--- src/rtl/mux_read_arbiter_pkg.sv ---
// Shared definitions for the register-file read-path arbiter.
// State encodings, default sizes and a pointer-width helper.
// Optional feature macro used by the arbiter: MUX_ARB_LOCK_EN.
package mux_read_arbiter_pkg;

  typedef enum logic {
    ARB_IDLE = 1'b0,
    ARB_READ = 1'b1
  } arb_state_e;

  localparam int ARB_NUM_REQ_DEF    = 4;
  localparam int ARB_SEL_WIDTH_DEF  = 5;
  localparam int ARB_DATA_WIDTH_DEF = 32;

  // Width of a requester index; at least one bit even for tiny configs.
  function automatic int ptr_width(input int n);
    return (n <= 2) ? 1 : $clog2(n);
  endfunction

endpackage

--- src/rtl/mux_read_arbiter_rr_priority_pick.sv ---
// Round-robin priority pick: first eligible requester after ptr, wrapping.
// Purely combinational, zero latency.
// No flow control; the caller decides when the pick is used.
module rr_priority_pick
  import mux_read_arbiter_pkg::*;
#(
  parameter int NUM_REQ = ARB_NUM_REQ_DEF,
  parameter int PW      = ptr_width(ARB_NUM_REQ_DEF)
) (
  input  logic [NUM_REQ-1:0] elig_i,
  input  logic [PW-1:0]      ptr_i,
  output logic [NUM_REQ-1:0] win_o,
  output logic [PW-1:0]      win_idx_o,
  output logic               win_any_o
);

  // Scan from ptr+1 around to ptr itself; the first set bit wins.
  always_comb begin
    logic [PW-1:0] cand;
    logic          found;
    int            j;
    win_o     = '0;
    win_idx_o = '0;
    found     = 1'b0;
    cand      = '0;
    j         = 0;
    for (int off = 1; off <= NUM_REQ; off++) begin
      j    = (int'(ptr_i) + off) % NUM_REQ;
      cand = PW'(j);
      if (!found && elig_i[cand]) begin
        found       = 1'b1;
        win_o[cand] = 1'b1;
        win_idx_o   = cand;
      end
    end
    win_any_o = found;
  end

endmodule

--- src/rtl/mux_read_arbiter.sv ---
// Round-robin arbiter for one shared 32:1 read mux; optional grant lock under MUX_ARB_LOCK_EN.
// Latency: REQ sampled at edge k -> GNT/MUX_SEL after k -> RDATA/RVALID after k+1.
// Back-to-back reads at one per cycle; losers simply keep REQ high until served.
module mux_read_arbiter
  import mux_read_arbiter_pkg::*;
#(
  parameter int NUM_REQ    = ARB_NUM_REQ_DEF,
  parameter int SEL_WIDTH  = ARB_SEL_WIDTH_DEF,
  parameter int DATA_WIDTH = ARB_DATA_WIDTH_DEF
) (
  input  logic                         CLK,
  input  logic                         RST,
  input  logic [NUM_REQ-1:0]           REQ,
  input  logic [NUM_REQ*SEL_WIDTH-1:0] ADDR,
`ifdef MUX_ARB_LOCK_EN
  input  logic [NUM_REQ-1:0]           LOCK,
`endif
  output logic [SEL_WIDTH-1:0]         MUX_SEL,
  input  logic [DATA_WIDTH-1:0]        MUX_DATA,
  output logic [NUM_REQ-1:0]           GNT,
  output logic [DATA_WIDTH-1:0]        RDATA,
  output logic [NUM_REQ-1:0]           RVALID,
  output logic                         BUSY
);

  localparam int PW = ptr_width(NUM_REQ);

  arb_state_e            state_q, state_d;
  logic [NUM_REQ-1:0]    gnt_q, gnt_d;
  logic [SEL_WIDTH-1:0]  sel_q, sel_d;
  logic [PW-1:0]         ptr_q, ptr_d;
  logic [DATA_WIDTH-1:0] rdata_q, rdata_d;
  logic [NUM_REQ-1:0]    rvalid_q, rvalid_d;

  logic [SEL_WIDTH-1:0]  addr_a [NUM_REQ];
  logic [NUM_REQ-1:0]    elig;
  logic [NUM_REQ-1:0]    win_oh;
  logic [PW-1:0]         win_idx;
  logic                  win_any;
  logic                  lock_hold;

  for (genvar i = 0; i < NUM_REQ; i++) begin : g_addr
    assign addr_a[i] = ADDR[i*SEL_WIDTH +: SEL_WIDTH];
  end

  // The current winner and the one whose data is returning are not eligible again.
  assign elig = REQ & ~gnt_q & ~rvalid_q;

`ifdef MUX_ARB_LOCK_EN
  assign lock_hold = |(REQ & LOCK & gnt_q);
`else
  assign lock_hold = 1'b0;
`endif

  rr_priority_pick #(
    .NUM_REQ (NUM_REQ),
    .PW      (PW)
  ) u_pick (
    .elig_i    (elig),
    .ptr_i     (ptr_q),
    .win_o     (win_oh),
    .win_idx_o (win_idx),
    .win_any_o (win_any)
  );

  // Next state: capture returning data, then grant the next winner or go idle.
  always_comb begin
    state_d  = state_q;
    gnt_d    = gnt_q;
    sel_d    = sel_q;
    ptr_d    = ptr_q;
    rdata_d  = rdata_q;
    rvalid_d = '0;
    case (state_q)
      ARB_IDLE: begin
        if (win_any) begin
          gnt_d   = win_oh;
          sel_d   = addr_a[win_idx];
          ptr_d   = win_idx;
          state_d = ARB_READ;
        end
      end
      ARB_READ: begin
        rdata_d  = MUX_DATA;
        rvalid_d = gnt_q;
        if (lock_hold) begin
          // ptr_q still names the locked winner; reload its address only.
          sel_d = addr_a[ptr_q];
        end else if (win_any) begin
          gnt_d = win_oh;
          sel_d = addr_a[win_idx];
          ptr_d = win_idx;
        end else begin
          gnt_d   = '0;
          state_d = ARB_IDLE;
        end
      end
      default: state_d = ARB_IDLE;
    endcase
  end

  // State registers; reset drops any read in flight.
  always_ff @(posedge CLK or negedge RST) begin
    if (!RST) begin
      state_q  <= ARB_IDLE;
      gnt_q    <= '0;
      sel_q    <= '0;
      ptr_q    <= PW'(NUM_REQ - 1);
      rdata_q  <= '0;
      rvalid_q <= '0;
    end else begin
      state_q  <= state_d;
      gnt_q    <= gnt_d;
      sel_q    <= sel_d;
      ptr_q    <= ptr_d;
      rdata_q  <= rdata_d;
      rvalid_q <= rvalid_d;
    end
  end

  assign MUX_SEL = sel_q;
  assign GNT     = gnt_q;
  assign RDATA   = rdata_q;
  assign RVALID  = rvalid_q;
  assign BUSY    = (state_q == ARB_READ);

endmodule
--- config.mk ---
export PLATFORM = sky130hd
export DESIGN_NAME = mux_read_arbiter
export DESIGN_NICKNAME = d
export VERILOG_FILES = /design/src/rtl/mux_read_arbiter_pkg.sv /design/src/rtl/mux_read_arbiter_rr_priority_pick.sv /design/src/rtl/mux_read_arbiter.sv
export SDC_FILE = /design/constraint.sdc
export NUM_CORES = 1
export LEC_CHECK = 0
export ABC_CLOCK_PERIOD_IN_PS = 7900
export CAP_MARGIN = 40
export CORE_MARGIN = 3
export CORE_UTILIZATION = 48
export CTS_CLUSTER_SIZE = 20
export DETAILED_ROUTE_END_ITERATION = 10
export HOLD_SLACK_MARGIN = 0.03
export PLACE_DENSITY_LB_ADDON = 0.25
export SLEW_MARGIN = 20
export SYNTH_ARGS = -nofsm -noshare
export SYNTH_HDL_FRONTEND = slang
export SYNTH_SLANG_ARGS = --single-unit
--- constraint.sdc ---
create_clock -name CLK -period 7.9 [get_ports CLK]
set_input_delay 1.975 -clock CLK [delete_from_list [all_inputs] [get_ports CLK]]
set_output_delay 1.975 -clock CLK [all_outputs]
set_load 0.03 [all_outputs]
==> flow_metrics.tcl, run 1 <==
set metrics [dict create \
    cts_buffers 5 \
    holdCritPathClass "reg2reg" \
    min_to "MUX_SEL[4]" \
    power_density_nw_per_um2 470.9 \
    synth_ff_type "dfrtp_1" \
    area_growth_pct 40.64 \
    dp.cells 410 \
    wirelength_um 7001 \
    fin_crit_sh_pct 56.57 \
    rsz0062_at_grt "false" \
    clk_pin_slew_ns 0.08 \
    status "complete, no violations" \
    max-cap-violations 0 \
    fp.dieW_um 82.48 \
    clockRootBuffer "clkbuf_8" \
    core_um2 5574 \
    yosys_warnings 0 \
    post-route-min-period_ns 4.469 \
    crit_type "in2reg" \
    fp-row-count 27 \
    layout.cells.non_filler 417 \
    final-max-slew-violation-count 0 \
    finalSetupTns_ns 0 \
    busiest_layer "met2" \
    grtUsageTotal_pct 21.85 \
    hpwl_um 5217 \
    place_congestion 0.9034 \
    cts_tree "built" \
    synth_cell_type_count 51 \
    gr-usage-met2_pct 37.10 \
    p_leak_uw 0.001609 \
    clk_latency_ns 0.30 \
    avgSynthCellArea_um2 11.28 \
    crit_required_ns 8.09 \
    min_path_cells 2 \
    dr_total_vias 2369 \
    grt_max_degree 41 \
    fin_nets 411 \
    slowest_delay_ns 0.51 \
    min_from "MUX_SEL[4]" \
    grt_overflow_total 0 \
    skew_ns 0.005345 \
    initial_core_util_pct 50.37 \
    rr_worst_depth 8 \
    global_route.usage.met3_pct 5.206 \
    worst_pin_slew_ns 0.8096 \
    crit_fanout 8 \
    cp_cell_sequence "clkdlybuf4s50_1, nor3b_1, mux4_4, mux2i_2, o32ai_2, mux2_2, nand2_1, nand3_1" \
    cts_resized 0 \
    via_per_inst 5.681 \
    finalHoldViolations 0 \
    mostFrequentLayoutCell "clkdlybuf4s50_1" \
    detail-route-antenna-nets 0 \
    fp.dieH_um 82.48 \
    mostFrequentLayoutCells "clkdlybuf4s50_1 (102), dfrtp_1 (46), mux2_2 (37)" \
    syn_nets 315 \
    post-cts-setup-buffers 0 \
    cp-start-kind "primary input" \
    grt_pass1_wl_um 11230 \
    cts_max_level 2 \
    r2r_end "MUX_SEL[0]" \
    ys_async_sr_fraction_pct 100.0 \
    holdBufCountCts 0 \
    antenna_found_initial 0 \
    fmax_mhz 223.8 \
    syn_area_um2 2808 \
    die_area_um2 6803 \
    cp_slowest_cell "mux4_4" \
    met1_usage_pct 27.30 \
    drc 0 \
    avgRoutedWirePerCell_um 16.79 \
    reg2reg_slack_ns 3.47 \
    drt_first_pass_iters 4 \
    n_antenna_cell 0 \
    cts_sinks 48 \
    drive_above_1_share_pct 18.84 \
    end_kind "register" \
    synth_edf_count 0 \
    ir_worst_vdd_mv 0.2760 \
    drtIter0Drc 223 \
    clock_path_buffers 2 \
    slew_headroom_pct 45.61 \
    fin_util_pct 70.84 \
    syn_inst 249 \
    worst_ep_arrival_time_ns 4.66 \
    grt_pass1_vias 2292 \
    setup_viol_count_final 0 \
    io_buffers 103 \
    power_uw 1859 \
    r2r_start "ptr_q[0]" \
    ys_seq_area_share_pct 42.87 \
    synth-seq-cells 48 \
    pin_count 104 \
]
## layer usage
| layer | part of all wire [%] | vias to the layer above | wire, µm |
|---|---|---|---|
| li1 | - | 1117 | - |
| met3 | 8.2 | 10 | 572 |
| met1 | 40 | 1160 | 2775 |
| met2 | 51 | 82 | 3552 |
| met5 | 0 | - | 0 |
| met4 | 1.4 | 0 | 101 |
## how the worst max path moves through the flow
stage / cells past startpoint / start / endpoint
2_1_floorplan: 9 / REQ[0] / MUX_SEL[0]
3_3_place_gp: 8 / REQ[1] / MUX_SEL[1]
3_5_place_dp: 8 / REQ[0] / MUX_SEL[1]
4_1_cts: 8 / REQ[1] / MUX_SEL[0]
5_1_grt: 8 / ptr_q[0] / MUX_SEL[1]
6_report: 8 / REQ[1] / MUX_SEL[0]
## metrics by stage
step	hold WS [ns]	area [µm²]	setup WS, ns
4_1_cts	0.5038	3949	3.481
5_1_grt	0.5281	3949	3.228
3_5_place_dp	0.4851	3857	3.191
6_report	0.4974	3949	3.431
2_1_floorplan	0.6545	2808	3.909
3_3_place_gp	0.4685	3837	3.325
## critical path: cells and delay by family
family | cells | cell delay (ns)
compound gates | 1 | 0.49
buf+inv | 1 | 0.50
simple gates | 3 | 0.63
mux | 3 | 1.06
## power by group
group | internal (µW) | leakage [µW] | total (µW) | switching, µW
sequential | 360 | 0.000567 | 460 | 99.7
clock | 69.9 | 0.0000473 | 151 | 81.2
combinational | 563 | 0.000994 | 1250 | 686
## cells by family after synthesis
family | count (synthesis) | share of synthesized area, %
flops | 48 | 42.87
buf+inv | 20 | 4.010
mux | 54 | 23.89
simple gates | 74 | 13.99
fa+ha+maj | 8 | 3.565
compound gates | 45 | 11.68
## area by class of cell
type                            count  area, µm²
Clock buffer                        6      82.58
Multi-Input combinational cell    181       1491
Timing Repair Buffer              106       1061
Sequential cell                    48       1204
Fill cell                         423       1625
Inverter                            3      11.26
Tap cell                           72      90.09
Clock inverter                      1      8.758
## synthesized netlist by cell type, drive strengths merged, types with 5 or more instances
| library cell | n | share of area (%) |
|---|---|---|
| o21ai | 10 | 1.8 |
| nand3 | 10 | 1.8 |
| buf | 5 | 1.3 |
| ha | 8 | 3.6 |
| nand2 | 23 | 3.1 |
| clkbuf | 11 | 2.0 |
| or3 | 5 | 1.1 |
| a21oi | 8 | 1.6 |
| mux2i | 11 | 4.1 |
| nor3 | 7 | 1.2 |
| mux2 | 37 | 15 |
| nor2 | 11 | 1.5 |
| dfrtp | 46 | 41 |
| mux4 | 6 | 5.0 |
## flip-flops by register name, indices dropped and copies added, names as in the netlist
name	flops
BUSY	1
GNT	4
MUX_SEL	5
RDATA	32
RVALID	4
ptr_q	2
Power figures use the tool's default switching activity.
==> run 2: changes to the inputs <==
- ABC_CLOCK_PERIOD_IN_PS: 7900 -> 3850
- CORE_UTILIZATION: 48 -> 40
- clock period: 7.9 -> 3.85 ns (I/O delays scaled with it)
==> run 2 against run 1 <==
- clock-buffer cell count unchanged
- clock power increased by 100%
- largest power group unchanged
- sequential share of layout area decreased by 0.43 points
==> flow_metrics.tcl, run 2 (synthesis results as in run 1) <==
set metrics [dict create \
    status "complete, no violations" \
    largest_reg_flops 32 \
    fp.dieH_um 89.78 \
    grt_max_degree 40 \
    ir_worst_vdd_mv 0.3777 \
    drive_above_1_share_pct 19.77 \
    reg2reg_slack_ns 0.39 \
    fin_util_pct 60.98 \
    io_buffers 103 \
    mostFrequentLayoutCell "clkdlybuf4s50_1" \
    die_area_um2 8060 \
    setup_viol_count_final 0 \
    fmax_mhz 289.1 \
    end_kind "register" \
    clk_pin_slew_ns 0.08 \
    max-cap-violations 0 \
    finalHoldViolations 0 \
    detail-route-antenna-nets 0 \
    p_leak_uw 0.001628 \
    final-max-slew-violation-count 0 \
    cp_slowest_cell "dfstp_2" \
    slew_headroom_pct 51.58 \
    clock_path_buffers 2 \
    cp-start-kind "register" \
    crit_fanout 16 \
    grtUsageTotal_pct 17.37 \
    initial_core_util_pct 42.75 \
    mostFrequentLayoutCells "clkdlybuf4s50_1 (102), dfrtp_1 (46), mux2_2 (37)" \
    core_um2 6568 \
    cts_resized 0 \
    fp.dieW_um 89.78 \
    finalSetupTns_ns 0 \
    clockRootBuffer "clkbuf_8" \
    slowest_delay_ns 0.74 \
    power_density_nw_per_um2 958.4 \
    drtIter0Drc 183 \
    post-cts-setup-buffers 0 \
    cts_max_level 2 \
    wirelength_um 7033 \
    via_per_inst 5.342 \
    pin_count 104 \
    drt_first_pass_iters 4 \
    avgRoutedWirePerCell_um 15.91 \
    drc 0 \
    area_growth_pct 42.65 \
    hpwl_um 5284 \
    n_antenna_cell 0 \
    worst_ep_arrival_time_ns 3.64 \
    post-route-min-period_ns 3.459 \
    fill_cells 553 \
    fin_nets 415 \
    cts_sinks 48 \
    holdCritPathClass "reg2reg" \
    clk_latency_ns 0.29 \
    grt_overflow_total 0 \
    grt_pass1_wl_um 11830 \
    rsz0062_at_grt "false" \
    cp_cell_sequence "inv_1, ha_1, mux4_2, mux2i_2, o32ai_2, mux2_2, nand2_1, nand3_1" \
    fin_crit_sh_pct 89.84 \
    crit_required_ns 4.03 \
    grt_pass1_vias 2355 \
    cts_tree "built" \
    crit_type "reg2reg" \
    fp-row-count 29 \
    skew_ns 0.005251 \
    place_congestion 0.8640 \
    cts_buffers 5 \
    worst_pin_slew_ns 0.7207 \
    holdBufCountCts 0 \
    dr_total_vias 2361 \
    antenna_found_initial 0 \
]
==> run 2: cell count changes in the layout (fill, tap and decap cells not counted), sizes merged <==
cell  delta
buf      +4
==> run 2: through the flow <==
step | worst slack, ns | total power, µW | std cells | area (µm²) | hold slack, ns
floorplan | 0.5627 | 2763 | 249 | 2808 | 0.6545
global placement | 0.2168 | 3505 | 434 | 3894 | 0.4661
detailed placement | 0.1535 | 3547 | 435 | 3914 | 0.4714
CTS | 0.3720 | 3868 | 442 | 4005 | 0.4971
global route | 0.1610 | 4118 | 442 | 4005 | 0.5233
finish | 0.3911 | 3838 | 442 | 4005 | 0.4906
==> run 2: where the power goes <==
| group | internal (µW) | leakage, µW | switching (µW) |
|---|---|---|---|
| Sequential | 737 | 0.000567 | 153 |
| Combinational | 1180 | 0.00101 | 1460 |
| Clock | 144 | 0.0000473 | 166 |
==> run 2: final cells by class <==
cell class,instances,area [µm²],share of cell area (%)
timing repair buffer,110,1091,27.24
tap,93,116.4,2.905
inverter,3,11.26,0.2812
clock inverter,1,8.758,0.2187
multi-input combinational,181,1491,37.24
sequential,48,1204,30.05
clock buffer,6,82.58,2.062
==> run 2: worst paths after layout <==
kind                            start    endpoint  cells past startpoint
min in group asynchronous         RST   RDATA[11]                      1
max in group asynchronous         RST      GNT[1]                      2
max                          ptr_q[1]  MUX_SEL[0]                      8
min                        MUX_SEL[1]  MUX_SEL[1]                      2
max reg2reg                  ptr_q[1]  MUX_SEL[0]                      8
min reg2reg                MUX_SEL[1]  MUX_SEL[1]                      2
==> run 2: metal layers <==
| layer | vias to the layer above | track usage [%] | part of all wire, % |
|---|---|---|---|
| met4 | 0 | 4.342 | 1.1 |
| met2 | 96 | 28.38 | 48 |
| met5 | - | 0 | 0 |
| met3 | 8 | 4.591 | 7.9 |
| li1 | 1121 | - | - |
| met1 | 1136 | 23.07 | 43 |
==> run 2: critical path, delay by kind of cell, from the launching register on <==
family,cells,cell delay (ns)
DFF,1,0.74
muxes,3,1.25
buffers and inverters,1,0.23
AOI/OAI and AO/OA,1,0.45
and+or+nand+nor,2,0.14
adders and majority gates,1,0.55
==> run 3: changes to the inputs <==
- PLACE_DENSITY: default -> 0.76
- PLACE_DENSITY_LB_ADDON: 0.25 -> default
==> run 3 against run 2 <==
- maximum frequency is 0.42% higher
- combinational power hardly changed
- die area stayed put
- highest routed layer unchanged
==> flow_metrics.tcl, run 3 (synthesis results as in run 1) <==
set metrics [dict create \
    cts_sinks 48 \
    worst_pin_slew_ns 0.6875 \
    core_um2 6568 \
    holdBufCountCts 0 \
    cts_max_level 2 \
    drtIter0Drc 234 \
    slowest_delay_ns 0.74 \
    finalSetupTns_ns 0 \
    crit_type "reg2reg" \
    fin_util_pct 60.85 \
    grt_pass1_vias 2384 \
    pin_count 104 \
    grt_max_degree 40 \
    initial_core_util_pct 42.75 \
    crit_family "multiplexers" \
    fp.dieH_um 89.78 \
    avgRoutedWirePerCell_um 16.12 \
    setup_viol_count_final 0 \
    ir_worst_vdd_mv 0.4432 \
    min_from "MUX_SEL[1]" \
    dr_total_vias 2334 \
    drc 0 \
    cts_tree "built" \
    whs_ns 0.4970 \
    status "complete, no violations" \
    drive_above_1_share_pct 19.77 \
    fp-row-count 29 \
    holdCritPathClass "reg2reg" \
    seqCellArea_um2 1204 \
    post-cts-setup-buffers 0 \
    final-max-slew-violation-count 0 \
    cts_resized 0 \
    fin_crit_sh_pct 89.46 \
    multi_input_area_um2 1491 \
    cts_buffers 5 \
    worst-path-buf-inv 1 \
    clk_latency_ns 0.30 \
    p_leak_uw 0.001620 \
    largest_reg_flops 32 \
    power_density_nw_per_um2 957.5 \
    mostFrequentLayoutCell "clkdlybuf4s50_1" \
    grtUsageTotal_pct 17.95 \
    cp_cell_sequence "inv_1, ha_1, mux4_2, mux2i_2, o32ai_2, mux2_2, nand2_1, nand3_1" \
    area_growth_pct 42.34 \
    layout_setup_ws_ns 0.4057 \
    max-cap-violations 0 \
    mostFrequentLayoutCells "clkdlybuf4s50_1 (102), dfrtp_1 (46), mux2_2 (37)" \
    clk_pin_slew_ns 0.09 \
    place_ws_ns 0.1835 \
    fmax_mhz 290.3 \
    io_buffers 103 \
    crit_fanout 16 \
    skew_ns 0.009882 \
    finalHoldViolations 0 \
    cp_slowest_cell "dfstp_2" \
    antenna_found_initial 0 \
    worstSetupStartpoint "ptr_q[1]" \
    place_congestion 0.8579 \
    post-route-min-period_ns 3.444 \
    drt_first_pass_iters 4 \
    clock_path_buffers 2 \
    grt_overflow_total 0 \
    clockRootBuffer "clkbuf_8" \
    slew_headroom_pct 53.52 \
    n_antenna_cell 0 \
    die_area_um2 8060 \
    r2r_start "ptr_q[1]" \
    crit_required_ns 4.04 \
    via_per_inst 5.281 \
    hpwl_um 5463 \
    detail-route-antenna-nets 0 \
    wirelength_um 7124 \
    worst_ep_arrival_time_ns 3.63 \
    grt_pass1_wl_um 12030 \
    end_kind "register" \
    cp-start-kind "register" \
    fill_cells 565 \
    fp.dieW_um 89.78 \
    fin_nets 414 \
    rsz0062_at_grt "false" \
]
run 3: path summary, 6_finish.rpt:
path | endpoint | slack, ns | cells after the start
hold / removal | MUX_SEL[1] | 0.50 | 2
min in group asynchronous | RDATA[1] | 0.61 | 1
max in group asynchronous | ptr_q[0] | 2.64 | 2
hold reg to reg | MUX_SEL[1] | 0.50 | 2
setup / recovery | MUX_SEL[1] | 0.41 | 8
setup reg to reg | MUX_SEL[1] | 0.41 | 8
run 3: per-layer routing:
layer,global-route usage (%),up-vias,part of all wire [%]
li1,-,1120,-
met1,23.44,1119,41
met2,30.45,89,52
met3,3.673,6,6.0
met4,4.725,0,0.93
met5,0,-,0
run 3: metrics by stage:
stage	power, µW	instances	instance area (µm²)
after global placement	3472	433	3886
final	3826	442	3996
after CTS	3856	442	3996
after global routing	4117	442	3996
after detailed placement	3542	434	3906
after floorplan	2763	249	2808
run 3: tightest hold or removal path: stages, from the launching register on:
cell and delay, ns:
dfrtp_1 0.35, nand2_1 0.05, nand3_1 0.06
run 3: cell type report:
class	instances	area share, %
Clock buffer	5	1.722
Multi-Input combinational cell	181	37.32
Timing Repair Buffer	109	27.11
Sequential cell	48	30.12
Clock inverter	3	0.5322
Inverter	3	0.2818
Tap cell	93	2.912
run 3: power by group:
group / switching [µW] / leakage, µW / internal, µW
Sequential: 158 / 0.000567 / 737
Combinational: 1450 / 0.00101 / 1180
Clock: 174 / 0.0000445 / 129
Total: 1780 / 0.00162 / 2050
